### config.mk
export PLATFORM = sky130hd
export DESIGN_NAME = cbs_transmit_gate
export DESIGN_NICKNAME = d
export VERILOG_FILES = /design/src/rtl/cbs_pkg.sv /design/src/rtl/axis_skid_buffer.sv /design/src/rtl/cbs_transmit_gate.sv
export SDC_FILE = /design/constraint.sdc
export NUM_CORES = 1
export LEC_CHECK = 0
export ABC_AREA = 1
export BUFFER_PORTS_ARGS = -buffer_cell sky130_fd_sc_hd__buf_2
export CAP_MARGIN = 0
export CORE_MARGIN = 1.5
export CORE_UTILIZATION = 28
export CTS_BUF_LIST = sky130_fd_sc_hd__clkbuf_8
export DETAILED_ROUTE_END_ITERATION = 10
export GPL_TIMING_DRIVEN = 0
export HOLD_SLACK_MARGIN = 0.08
export PLACE_DENSITY = 0.58
export SKIP_CTS_REPAIR_TIMING = 1
export SLEW_MARGIN = 20
export SYNTH_ARGS = -nofsm -noshare
export SYNTH_HDL_FRONTEND = slang
export SYNTH_SLANG_ARGS = --single-unit
export TNS_END_PERCENT = 30
### constraint.sdc
create_clock -name clk -period 1.4 [get_ports clk]
set_input_delay 0.14 -clock clk [delete_from_list [all_inputs] [get_ports clk]]
set_output_delay 0.14 -clock clk [all_outputs]
set_load 0.02 [all_outputs]
### src/rtl/cbs_pkg.sv
// Shared types and defaults for the credit-based-shaper transmit gate.
package cbs_pkg;

   localparam int CBS_COUNT_WIDTH = 16;
   localparam int AXIS_DATA_WIDTH = 8;

   typedef enum logic {
      ST_IDLE = 1'b0,
      ST_PASS = 1'b1
   } gate_state_t;

   typedef struct packed {
      logic [AXIS_DATA_WIDTH-1:0] data;
      logic                       last;
      logic                       user;
   } axis_beat_t;

endpackage

### src/rtl/axis_skid_buffer.sv
// Two-entry skid buffer: registered output stage plus one overflow slot,
// with a registered space flag so upstream ready never sees m_ready combinationally.
module axis_skid_buffer
   import cbs_pkg::*;
(
   input  logic       clk,
   input  logic       rstn,
   input  axis_beat_t i_beat,
   input  logic       i_push,
   output logic       o_space,
   output axis_beat_t o_beat,
   output logic       o_valid,
   input  logic       i_ready
);

   axis_beat_t r_out_beat;
   axis_beat_t r_skid_beat;
   logic       r_out_valid;
   logic       r_skid_valid;
   logic       r_space;
   logic       w_out_free;
   logic       w_skid_valid_nxt;

   assign w_out_free = !r_out_valid || i_ready;

   always_comb begin
      w_skid_valid_nxt = r_skid_valid;
      if (w_out_free) begin
         w_skid_valid_nxt = 1'b0;
      end else if (i_push) begin
         w_skid_valid_nxt = 1'b1;
      end
   end

   // Pushes only arrive while r_space is set, so the skid slot is empty whenever one lands.
   always_ff @(posedge clk) begin
      if (!rstn) begin
         r_out_beat   <= '0;
         r_skid_beat  <= '0;
         r_out_valid  <= 1'b0;
         r_skid_valid <= 1'b0;
         r_space      <= 1'b0;
      end else begin
         r_skid_valid <= w_skid_valid_nxt;
         r_space      <= !w_skid_valid_nxt;
         if (w_out_free) begin
            if (r_skid_valid) begin
               r_out_beat  <= r_skid_beat;
               r_out_valid <= 1'b1;
            end else begin
               r_out_valid <= i_push;
               if (i_push) begin
                  r_out_beat <= i_beat;
               end
            end
         end else if (i_push) begin
            r_skid_beat <= i_beat;
         end
      end
   end

   assign o_space = r_space;
   assign o_beat  = r_out_beat;
   assign o_valid = r_out_valid;

endmodule

### src/rtl/cbs_transmit_gate.sv
// Frame-granular transmit gate: a new frame may only start while send_enable is high,
// frames in flight always complete; reports per-frame byte counts on the output side.
//
// state   | meaning
// --------+-----------------------------------------------------------
// ST_IDLE | between frames; input accepted only with send_enable
// ST_PASS | mid-frame on the input side; send_enable ignored
module cbs_transmit_gate
   import cbs_pkg::*;
#(
   parameter int COUNT_WIDTH = CBS_COUNT_WIDTH
)(
   input  logic                   clk,
   input  logic                   rstn,
   input  logic [7:0]             s_axis_tdata,
   input  logic                   s_axis_tvalid,
   input  logic                   s_axis_tlast,
   input  logic                   s_axis_tuser,
   output logic                   s_axis_tready,
   output logic [7:0]             m_axis_tdata,
   output logic                   m_axis_tvalid,
   output logic                   m_axis_tlast,
   output logic                   m_axis_tuser,
   input  logic                   m_axis_tready,
   input  logic                   send_enable,
   output logic                   transmitting,
   output logic                   frame_done,
   output logic [COUNT_WIDTH-1:0] frame_bytes
);

   gate_state_t            r_state;
   gate_state_t            w_state_nxt;
   axis_beat_t             w_s_beat;
   axis_beat_t             w_m_beat;
   logic                   w_space;
   logic                   w_s_ready;
   logic                   w_s_fire;
   logic                   w_m_valid;
   logic                   w_m_fire;
   logic                   r_mid_frame;
   logic                   r_frame_done;
   logic [COUNT_WIDTH-1:0] r_count;
   logic [COUNT_WIDTH-1:0] r_frame_bytes;
   logic [COUNT_WIDTH-1:0] w_count_inc;

   assign w_s_beat  = '{data: s_axis_tdata, last: s_axis_tlast, user: s_axis_tuser};
   assign w_s_ready = (r_state == ST_PASS) ? w_space : (send_enable && w_space);
   assign w_s_fire  = s_axis_tvalid && w_s_ready;
   assign w_m_fire  = w_m_valid && m_axis_tready;

   always_ff @(posedge clk) begin
      if (!rstn) begin
         r_state <= ST_IDLE;
      end else begin
         r_state <= w_state_nxt;
      end
   end

   always_comb begin
      w_state_nxt = r_state;
      if (w_s_fire) begin
         case (r_state)
            ST_IDLE: if (!s_axis_tlast) w_state_nxt = ST_PASS;
            ST_PASS: if (s_axis_tlast)  w_state_nxt = ST_IDLE;
            default: w_state_nxt = ST_IDLE;
         endcase
      end
   end

   axis_skid_buffer u_skid (
      .clk     (clk),
      .rstn    (rstn),
      .i_beat  (w_s_beat),
      .i_push  (w_s_fire),
      .o_space (w_space),
      .o_beat  (w_m_beat),
      .o_valid (w_m_valid),
      .i_ready (m_axis_tready)
   );

   assign w_count_inc = (&r_count) ? r_count : r_count + COUNT_WIDTH'(1);

   // Counter is zeroed on the tlast handshake, so a next-frame beat in the frame_done cycle counts as 1.
   always_ff @(posedge clk) begin
      if (!rstn) begin
         r_count       <= '0;
         r_frame_bytes <= '0;
         r_frame_done  <= 1'b0;
         r_mid_frame   <= 1'b0;
      end else begin
         r_frame_done <= w_m_fire && w_m_beat.last;
         if (w_m_fire) begin
            if (w_m_beat.last) begin
               r_count       <= '0;
               r_frame_bytes <= w_count_inc;
               r_mid_frame   <= 1'b0;
            end else begin
               r_count     <= w_count_inc;
               r_mid_frame <= 1'b1;
            end
         end
      end
   end

   assign s_axis_tready = w_s_ready;
   assign m_axis_tdata  = w_m_beat.data;
   assign m_axis_tlast  = w_m_beat.last;
   assign m_axis_tuser  = w_m_beat.user;
   assign m_axis_tvalid = w_m_valid;
   assign transmitting  = w_m_valid || r_mid_frame;
   assign frame_done    = r_frame_done;
   assign frame_bytes   = r_frame_bytes;

endmodule

### After elaboration in Yosys (flattened, before gate mapping)

Index checks and enable logic that the tools add are counted.

| cells by class | value |
|---|---|
| $add $sub $neg | 1 |
| mux-type cells | 10 |
| bitwise operators | 1 |
| reductions and logical operators | 13 |

Operators by type and width:

| cell | count |
|---|---|
| two-way mux 16 bit | 2 |
| two-way mux 10 bit | 2 |
| adder 16 x 1 -> 16 bit, second input constant | 1 |
| AND reduction 16 bit | 1 |
| two-way mux 1 bit | 6 |
| AND reduction 2 bit | 3 |
| logical AND 1 bit | 4 |
| zero test 1 bit | 2 |
| logical OR 1 bit | 2 |
| nonzero test 2 bit | 1 |
| inverter 1 bit | 1 |

| storage, ports and cells | value |
|---|---|
| flip-flop bits (word level) | 58 |
| bits of input ports | 15 |

### Logic depth before layout (Yosys ltp)

Gate-level depths: netlist of run 1.

| logic depth | value |
|---|---|
| depth in word-level cells | 6 |
| mapped depth | 10 |
| depth with buffers taken out | 10 |

### Cells and area by module

Synthesis of run 1 repeated with hierarchy kept, for this count alone.

| second synthesis, totals | value |
|---|---|
| cell total of the unflattened synthesis | 408 |
| area, all modules | 2808.9 um^2 |

By module, submodules not included:

| module | instances | cells an instance | area each (um^2) |
|---|---|---|---|
| cbs_transmit_gate | 1 | 254 | 1780.5 |
| axis_skid_buffer | 1 | 154 | 1028.5 |

### Worst setup path after synthesis of run 1

No wires, ideal clock.

| timing | value |
|---|---|
| path kind | register to register |
| from | register r_count[0] |
| to | register r_count[13] |
| data arrival time | 1.419 ns |
| setup slack | -0.088 ns |
| stages on the path, launching flop included | 11 |
| buffers on the path | 1 |
| clock period less this slack | 1.488 ns |
| cells stage by stage | dfxtp_1 -> ha_1 -> nand2_2 -> nor2_4 -> nand2_4 -> nor2_4 -> inv_2 -> buf_6 -> nand3_2 -> nand2_1 -> a21oi_2 |

| between the ends | value |
|---|---|
| cells in the longest elaborated chain, start to end | 3 |
| elaborated cells between the ends (all ways) | 4 |
| classes of those cells | add/sub: 1; mux: 2; reduce/logical: 1 |

Ends and longest elaborated chain:

| what | line | source |
|---|---|---|
| start, declared | cbs_transmit_gate.sv:42 | `logic [COUNT_WIDTH-1:0] r_count;` |
| start signal, assigned | cbs_transmit_gate.sv:98 | `r_count <= w_count_inc;` |
| adder 16 x 1 -> 16 bit / AND reduction 16 bit (equally long branches) | cbs_transmit_gate.sv:81 | `assign w_count_inc = (&r_count) ? r_count : r_count + COUNT_WIDTH'(1);` |
| two-way mux 16 bit * | cbs_transmit_gate.sv:81 |  |
| two-way mux 16 bit * | cbs_transmit_gate.sv:93 | `if (w_m_beat.last) begin` |

Mark *: on every way between the ends. The rest lies on a longest branch, timed or not.
A chain may end at the register's enable or synchronous reset.

### Worst setup path after layout of run 1

| timing | value |
|---|---|
| from | register r_count[0] |
| to | register r_count[14] |

The elaborated chain is that of the path after synthesis.

==> run_results.csv, run 1 <==
group,metric,value,unit
route,totalWireLength,7.108,mm
route,drt_iter0_drc,136,
timing,setup_ws,-74.03,ps
global_route,grt_antenna_before_repair,0,
setup_path,criticalPathCategory,"reg -> reg",
cts,root_buffer,"clkbuf_8",
power_and_ir_drop,ir_worst_vdd,0.0003725,V
place,dpl-instance-area,3097,µm²
final_layout,nets,461,
run_status,failed_checks,"setup timing",
synthesis,yosysWarnings,0,
floorplanning,die_x,101.2,µm
floorplanning,coreArea,9284,µm²
job,maxCapViolations,0,
synthesis,ys.flop_type,"dfxtp_1",
timing,fin_crit_sh,105.3,%
floorplanning,die-area,10240,µm²
setup_path,start_kind,"register",
synthesis,ys_types,29,
floorplanning,ios,45,
cts,htreeDepth,3,
final_layout,stdcell_area,3622,µm²
final_layout,antennaDiodeCount,0,
cts,cts.path.max_buffers,2,
synthesis,synth_area,2700,µm²
timing,worst_pin_slew,678.0,ps
timing,clock.fmax,678.4,MHz
power_and_ir_drop,p_leak,0.001599,µW
final_layout,final_core_util,39.02,%
route,dr_total_vias,2599,
floorplanning,fp.dieH,101.2,µm
setup_path,arrival,1740,ps
final_layout,fin_cells,579,
setup_path,crit_path_end_kind,"register",
timing,hold_violations,0,
worst_hold_path,hp-class,"in -> reg",
final_layout,multi_input_area,1461,µm²
run_status,status,"finished, violations left",
route,drc,0,
cts,cts.sinks,58,
timing,setup_viol,15,
floorplanning,num_rows,35,
final_layout,fillCellCount,981,
cts,clkLatencyLatePin,340,ps
global_route,grt_overflow,0,
synthesis,synthCells,374,
timing,drv_slew,0,
floorplanning,initial_core_util,29.08,%
synthesis,synth-seq-cells,58,
route,first_pass_iters,4,
place,dp_cells,547,
route,avgViaCountPerCell,4.489,
route,wl_per_cell,12.28,µm
synthesis,async_flop_share,0,%
global_route,grt_max_degree,12,
power_and_ir_drop,powerDensity,970.1,nW/µm²
synthesis,syn_nets,390,
timing,rsz0062_at_grt,"true",
place,preCtsSetupSlack,-165.2,ps
global_route,grt_pass1_vias,2342,
worst_hold_path,holdPathStages,3,
timing,finalCriticalPeriod,1474,ps
global_route,grt_pass1_wl,11.12,mm
setup_path,worstPathMaxFanout,5,
synthesis,syn_area_per_cell,7.219,µm²
cts,cts_tree,"built",
cts,clk_pin_slew,80,ps
timing,finClkSkew,12.06,ps
final_layout,syn_to_final_growth,34.15,%
final_layout,layout-drive-gt1-share,32.67,%
synthesis,seq_area_frac_synth,43.00,%
cts,numCtsBuffers,9,
place,port_buffers,44,
place,dp_hpwl,4.973,mm
route,final_antenna_net_count,0,
timing,slew_headroom,54.80,%
place,routabilityCongestion,0.8341,
synthesis,synth_edf_count,0,
global_route,track_usage,13.98,%
final_layout,seqCellArea,1185,µm²
setup_path,cp.required,1670,ps
setup_path,r2r_cells,10,
[cells by family after synthesis]
| kind of cell | synth area share [%] |
|---|---|
| and+or+nand+nor | 31.23 |
| AOI/OAI and AO/OA | 15.94 |
| DFF | 43.00 |
| buffers and inverters | 7.738 |
| xor gates and xnor gates | 1.622 |
| adders and majority gates | 0.4633 |
[placed cells by master, fill, tap and decap left out, types with 9 or more instances in the layout]
cell type,count
nand2_1,87
nand2_2,9
dfxtp_1,45
inv_1,29
a21oi_2,9
clkbuf_8,10
nand3_1,22
a21oi_1,18
buf_4,10
dfxtp_2,10
buf_2,46
nor2_1,31
o21ai_1,13
o21ai_0,26
[area by class of cell]
type                       instances  share of cell area [%]
buffer                            15                   2.694
clock buffer                      10                   3.800
clock inverter                     6                   1.831
inverter                          34                   3.592
multi-input combinational        266                   40.35
sequential                        58                   32.71
tap                              129                   4.456
timing repair buffer              61                   10.57
[worst paths after layout]
path                                             startpoint                     endpoint  slack (ps)
worst max-delay path                r_count[0]$_SDFFE_PN0P_     r_count[14]$_SDFFE_PN0P_         -70
worst min-delay path                          s_axis_tvalid         r_state$_SDFFE_PN0P_          70
worst max register to register      r_count[0]$_SDFFE_PN0P_     r_count[14]$_SDFFE_PN0P_         -70
worst min register to register  frame_bytes[9]$_SDFFE_PN0P_  frame_bytes[9]$_SDFFE_PN0P_         470
[critical path, cell delays in order, from the launching register on]
cell and delay [ps]:
dfxtp_4 380, ha_4 160, nand2_4 60, nor2_4 100
nand2_4 80, nor2_4 140, inv_4 70, buf_8 140
nand3_4 90, nand2_2 50, a21oi_2 140
[registers in the layout, summed over array words and instances (netlist names)]
signal,cells
frame_bytes,16
frame_done,1
r_count,16
r_mid_frame,1
r_state,1
u_skid.o_beat,10
u_skid.o_space,1
u_skid.o_valid,1
u_skid.r_skid_beat,10
u_skid.r_skid_valid,1
[stage by stage]
| stage | power (µW) | setup TNS (ps) | hold WS (ps) |
|---|---|---|---|
| floorplan | 1862 | 0 | 282.1 |
| global placement | 1940 | -2937 | 389.9 |
| detailed placement | 1943 | -3460 | 399.3 |
| CTS | 3537 | -4475 | 29.82 |
| global route | 3657 | -2310 | 80.11 |
| finish | 3514 | -628.1 | 71.67 |
[synthesized netlist by cell type, types with 2 or more instances]
cell type | number | area [µm²]
nor2_4 | 4 | 45.04
o21bai_1 | 2 | 15.01
a211oi_1 | 2 | 15.01
inv_2 | 5 | 18.77
inv_1 | 29 | 108.9
a31oi_1 | 3 | 18.77
nor2_2 | 2 | 12.51
o21ai_0 | 31 | 155.2
buf_6 | 2 | 22.52
nand4_1 | 4 | 25.02
a21oi_1 | 18 | 90.09
nand3_2 | 8 | 80.08
buf_2 | 5 | 25.02
nor2_1 | 40 | 150.1
nand3_1 | 22 | 110.1
a21oi_2 | 9 | 78.83
or2_2 | 2 | 12.51
nand2_2 | 5 | 31.28
clkbuf_1 | 9 | 33.78
xor2_1 | 4 | 35.03
nand2_1 | 94 | 352.8
o21ai_1 | 10 | 50.05
dfxtp_1 | 58 | 1161
[power breakdown]
group          internal (µW)  switching (µW)
Clock                    869             720
Sequential              1670            16.4
Combinational           85.5             151
Total                   2630             888
[metal layers]
layer  global-route usage, %  part of all wire, %  wire (µm)
met4                   5.128                  1.6        111
met5                       0                    0          0
met2                   23.75                   50       3546
met1                   17.20                   45       3203
met3                   3.382                  3.5        246
(Power assumes the default switching activity.)
==> inputs of run 2 (changes only) <==
--- a/config.mk
+++ b/config.mk
@@ -5,7 +5,7 @@
 export SDC_FILE = /design/constraint.sdc
 export NUM_CORES = 1
 export LEC_CHECK = 0
-export ABC_AREA = 1
+export ABC_AREA = 0
 export BUFFER_PORTS_ARGS = -buffer_cell sky130_fd_sc_hd__buf_2
 export CAP_MARGIN = 0
 export CORE_MARGIN = 1.5
==> run 2 against run 1 <==
Compared with the run above:
- the run still ends with setup timing left
- largest cell class unchanged
- non-clock buffer count rose by 23
- routed wire length grew 14%
- die area increased by 1.6%
- synthesized cell count shrank 16%
- first-iteration DRC count is 29% higher
- synthesized area up 1.6%
- sequential share of layout area fell by 2.5 points
- sequential cell count unchanged
- critical path depth is 5 lower
- maximum frequency down 18%
==> run_results.csv, run 2 <==
group,metric,value,unit
floorplanning,die_x,102.0,µm
setup_path,rr_startpoint,"r_count[3]$_SDFFE_PN0P_",
synthesis,synth_fa_ha_area_share,0.4560,%
setup_path,start_kind,"register",
synthesis,ys.flop_type,"dfxtp_1",
synthesis,netlist.area_leader.share,42.32,%
synthesis,yosys.area_share.simple,26.04,%
timing,finClkSkew,12.83,ps
cts,cts_tree,"built",
setup_path,criticalPathCategory,"reg -> reg",
synthesis,syn_area_per_cell,8.738,µm²
setup_path,r2r_end,"r_count[13]$_SDFFE_PN0P_",
synthesis,synthXorXnorAreaFrac,0.3192,%
place,port_buffers,44,
cts,root_buffer,"clkbuf_8",
synthesis,yosysWarnings,0,
place,dp_hpwl,5.229,mm
worst_hold_path,hp-class,"in -> reg",
job,maxCapViolations,0,
global_route,grt_antenna_before_repair,0,
setup_path,rrSetupSlack,-390,ps
power_and_ir_drop,ir_worst_vdd,0.0008190,V
route,dr_total_vias,2757,
route,drc,0,
synthesis,synth_top_family_by_area,"simple AND/OR/NAND/NOR gates",
route,first_pass_iters,5,
timing,rsz0062_at_grt,"true",
cts,clk_pin_slew,80,ps
timing,finalCriticalPeriod,1788,ps
run_status,failed_checks,"setup timing",
route,final_antenna_net_count,0,
global_route,grt_pass1_wl,12.04,mm
timing,worst_pin_slew,727.1,ps
timing,slew_headroom,51.53,%
global_route,track_usage,14.94,%
floorplanning,coreArea,9371,µm²
run_status,status,"finished, violations left",
cts,cts.path.max_buffers,2,
synthesis,synth_edf_count,0,
timing,setup_ws,-387.9,ps
final_layout,layout-drive-gt1-share,38.92,%
global_route,grt_overflow,0,
global_route,grt_max_degree,12,
worst_hold_path,hp-start,"s_axis_tdata[6]",
setup_path,r2r_cells,5,
worst_hold_path,holdPathEnd,"u_skid.r_skid_beat[8]$_SDFFE_PN0P_",
floorplanning,initial_core_util,29.28,%
global_route,grt_pass1_vias,2385,
route,avgViaCountPerCell,5.153,
worst_hold_path,holdPathStages,3,
synthesis,seq_area_frac_synth,42.32,%
floorplanning,fp.dieH,102.0,µm
cts,htreeDepth,3,
synthesis,synth-seq-cells,58,
synthesis,syn_nets,330,
floorplanning,die-area,10400,µm²
synthesis,ys_types,52,
timing,clock.fmax,559.3,MHz
setup_path,arrival,2010,ps
cts,clkLatencyLatePin,340,ps
final_layout,antennaDiodeCount,0,
power_and_ir_drop,p_leak,0.001552,µW
synthesis,synthCells,314,
floorplanning,ios,45,
setup_path,cp.required,1620,ps
setup_path,crit_path_end_kind,"register",
cts,cts.sinks,58,
timing,holdWs,51.70,ps
setup_path,setup.worst_path.start,"r_count[3]$_SDFFE_PN0P_",
final_layout,mostFrequentLayoutCells,"46 x buf_2, 43 x dfxtp_1, 30 x nor2_1, 27 x buf_4, 25 x nand2_1",
place,routabilityCongestion,0.8348,
power_and_ir_drop,powerDensity,988.5,nW/µm²
floorplanning,num_rows,35,
timing,hold_violations,0,
route,wl_per_cell,15.18,µm
synthesis,synth_top_area_cell,"dfxtp_1",
synthesis,synth.most_common_cell,"dfxtp_1",
final_layout,syn_to_final_growth,44.32,%
timing,setup_viol,32,
synthesis,muxShareOfSynthArea,8.755,%
route,totalWireLength,8.121,mm
synthesis,synthTopCellsByArea,"dfxtp_1 42%, mux2i_1 8.8%, nor2_1 4.4%",
timing,drv_slew,0,
synthesis,async_flop_share,0,%
timing,fin_crit_sh,127.7,%
final_layout,nets,417,
setup_path,worstPathMaxFanout,8,
synthesis,synth-compound-area-share,17.51,%
route,drt_iter0_drc,176,
synthesis,ys_top_cells_by_count,"58 x dfxtp_1, 32 x nor2_1, 26 x nand2_1",
final_layout,final_common_cell,"buf_2",
timing,setup_tns,-6593,ps
synthesis,synth_area,2744,µm²
cts,numCtsBuffers,9,
## run 2: cell types whose count changed in the layout (fill, tap and decap cells not counted), moves of 8 or more
cell / previous run / this run
a211oi_1: 2 / 10
a21oi_1: 18 / 9
a21oi_2: 9 / 1
buf_4: 10 / 27
inv_1: 29 / 4
mux2i_1: 0 / 24
nand2_1: 87 / 25
nand2_2: 9 / 1
nor2_4: 8 / 0
o211ai_1: 0 / 8
o21ai_0: 26 / 7
## run 2: stage by stage
step / instances / setup slack (ps) / utilization (%) / cell area [µm²] / total power, µW
after floorplan: 314 / -185.1 / - / 2846 / 1881
after global placement: 487 / -535.3 / 34.45 / 3228 / 1972
after detailed placement: 487 / -529.0 / 34.45 / 3228 / 1974
after CTS: 503 / -551.3 / 37.12 / 3478 / 3922
after global routing: 535 / -475.4 / 42.26 / 3960 / 4073
final: 535 / -387.9 / 42.26 / 3960 / 3915
## run 2: metal layers
layer	up-vias	share of wire (%)	global-route usage, %
met5	-	0	0
met4	0	1.9	5.058
met3	18	7.4	4.856
met2	111	45	22.16
met1	1273	46	20.42
li1	1355	-	-
## run 2: how the worst max path moves through the flow
stage                                  endpoint  slack, ps
global placement    frame_bytes[2]$_SDFFE_PN0P_       -540
detailed placement  frame_bytes[0]$_SDFFE_PN0P_       -530
CTS                 frame_bytes[0]$_SDFFE_PN0P_       -550
global route            r_count[2]$_SDFFE_PN0P_       -480
floorplan              r_count[15]$_SDFFE_PN0P_       -190
finish                 r_count[13]$_SDFFE_PN0P_       -390
## run 2: critical path, cell delays in order, from the launching register on
cell	delay, ps
dfxtp_4	380
nand4_1	220
buf_6	200
or3_4	360
o41ai_1	420
a21oi_2	100
## run 2: cells by family after synthesis
family | after synthesis
fa+ha+maj | 1
simple gates | 132
compound gates | 69
flops | 58
buf+inv | 29
xor+xnor | 1
mux | 24
## run 2: area by class of cell
type | instances | area (µm²)
fillers | 956 | 5411
multi-input cells | 227 | 1653
flip-flops and latches | 58 | 1197
repair buffers | 77 | 505.5
plain buffers | 22 | 166.4
well taps | 129 | 161.4
clock buffers | 10 | 137.6
clock inverters | 6 | 112.6
inverters | 6 | 26.28
## run 2: power by group
part / total, µW / switching (µW) / internal, µW
sequential: 1690 / 20.5 / 1670
combinational: 287 / 171 / 116
clock: 1940 / 705 / 1230
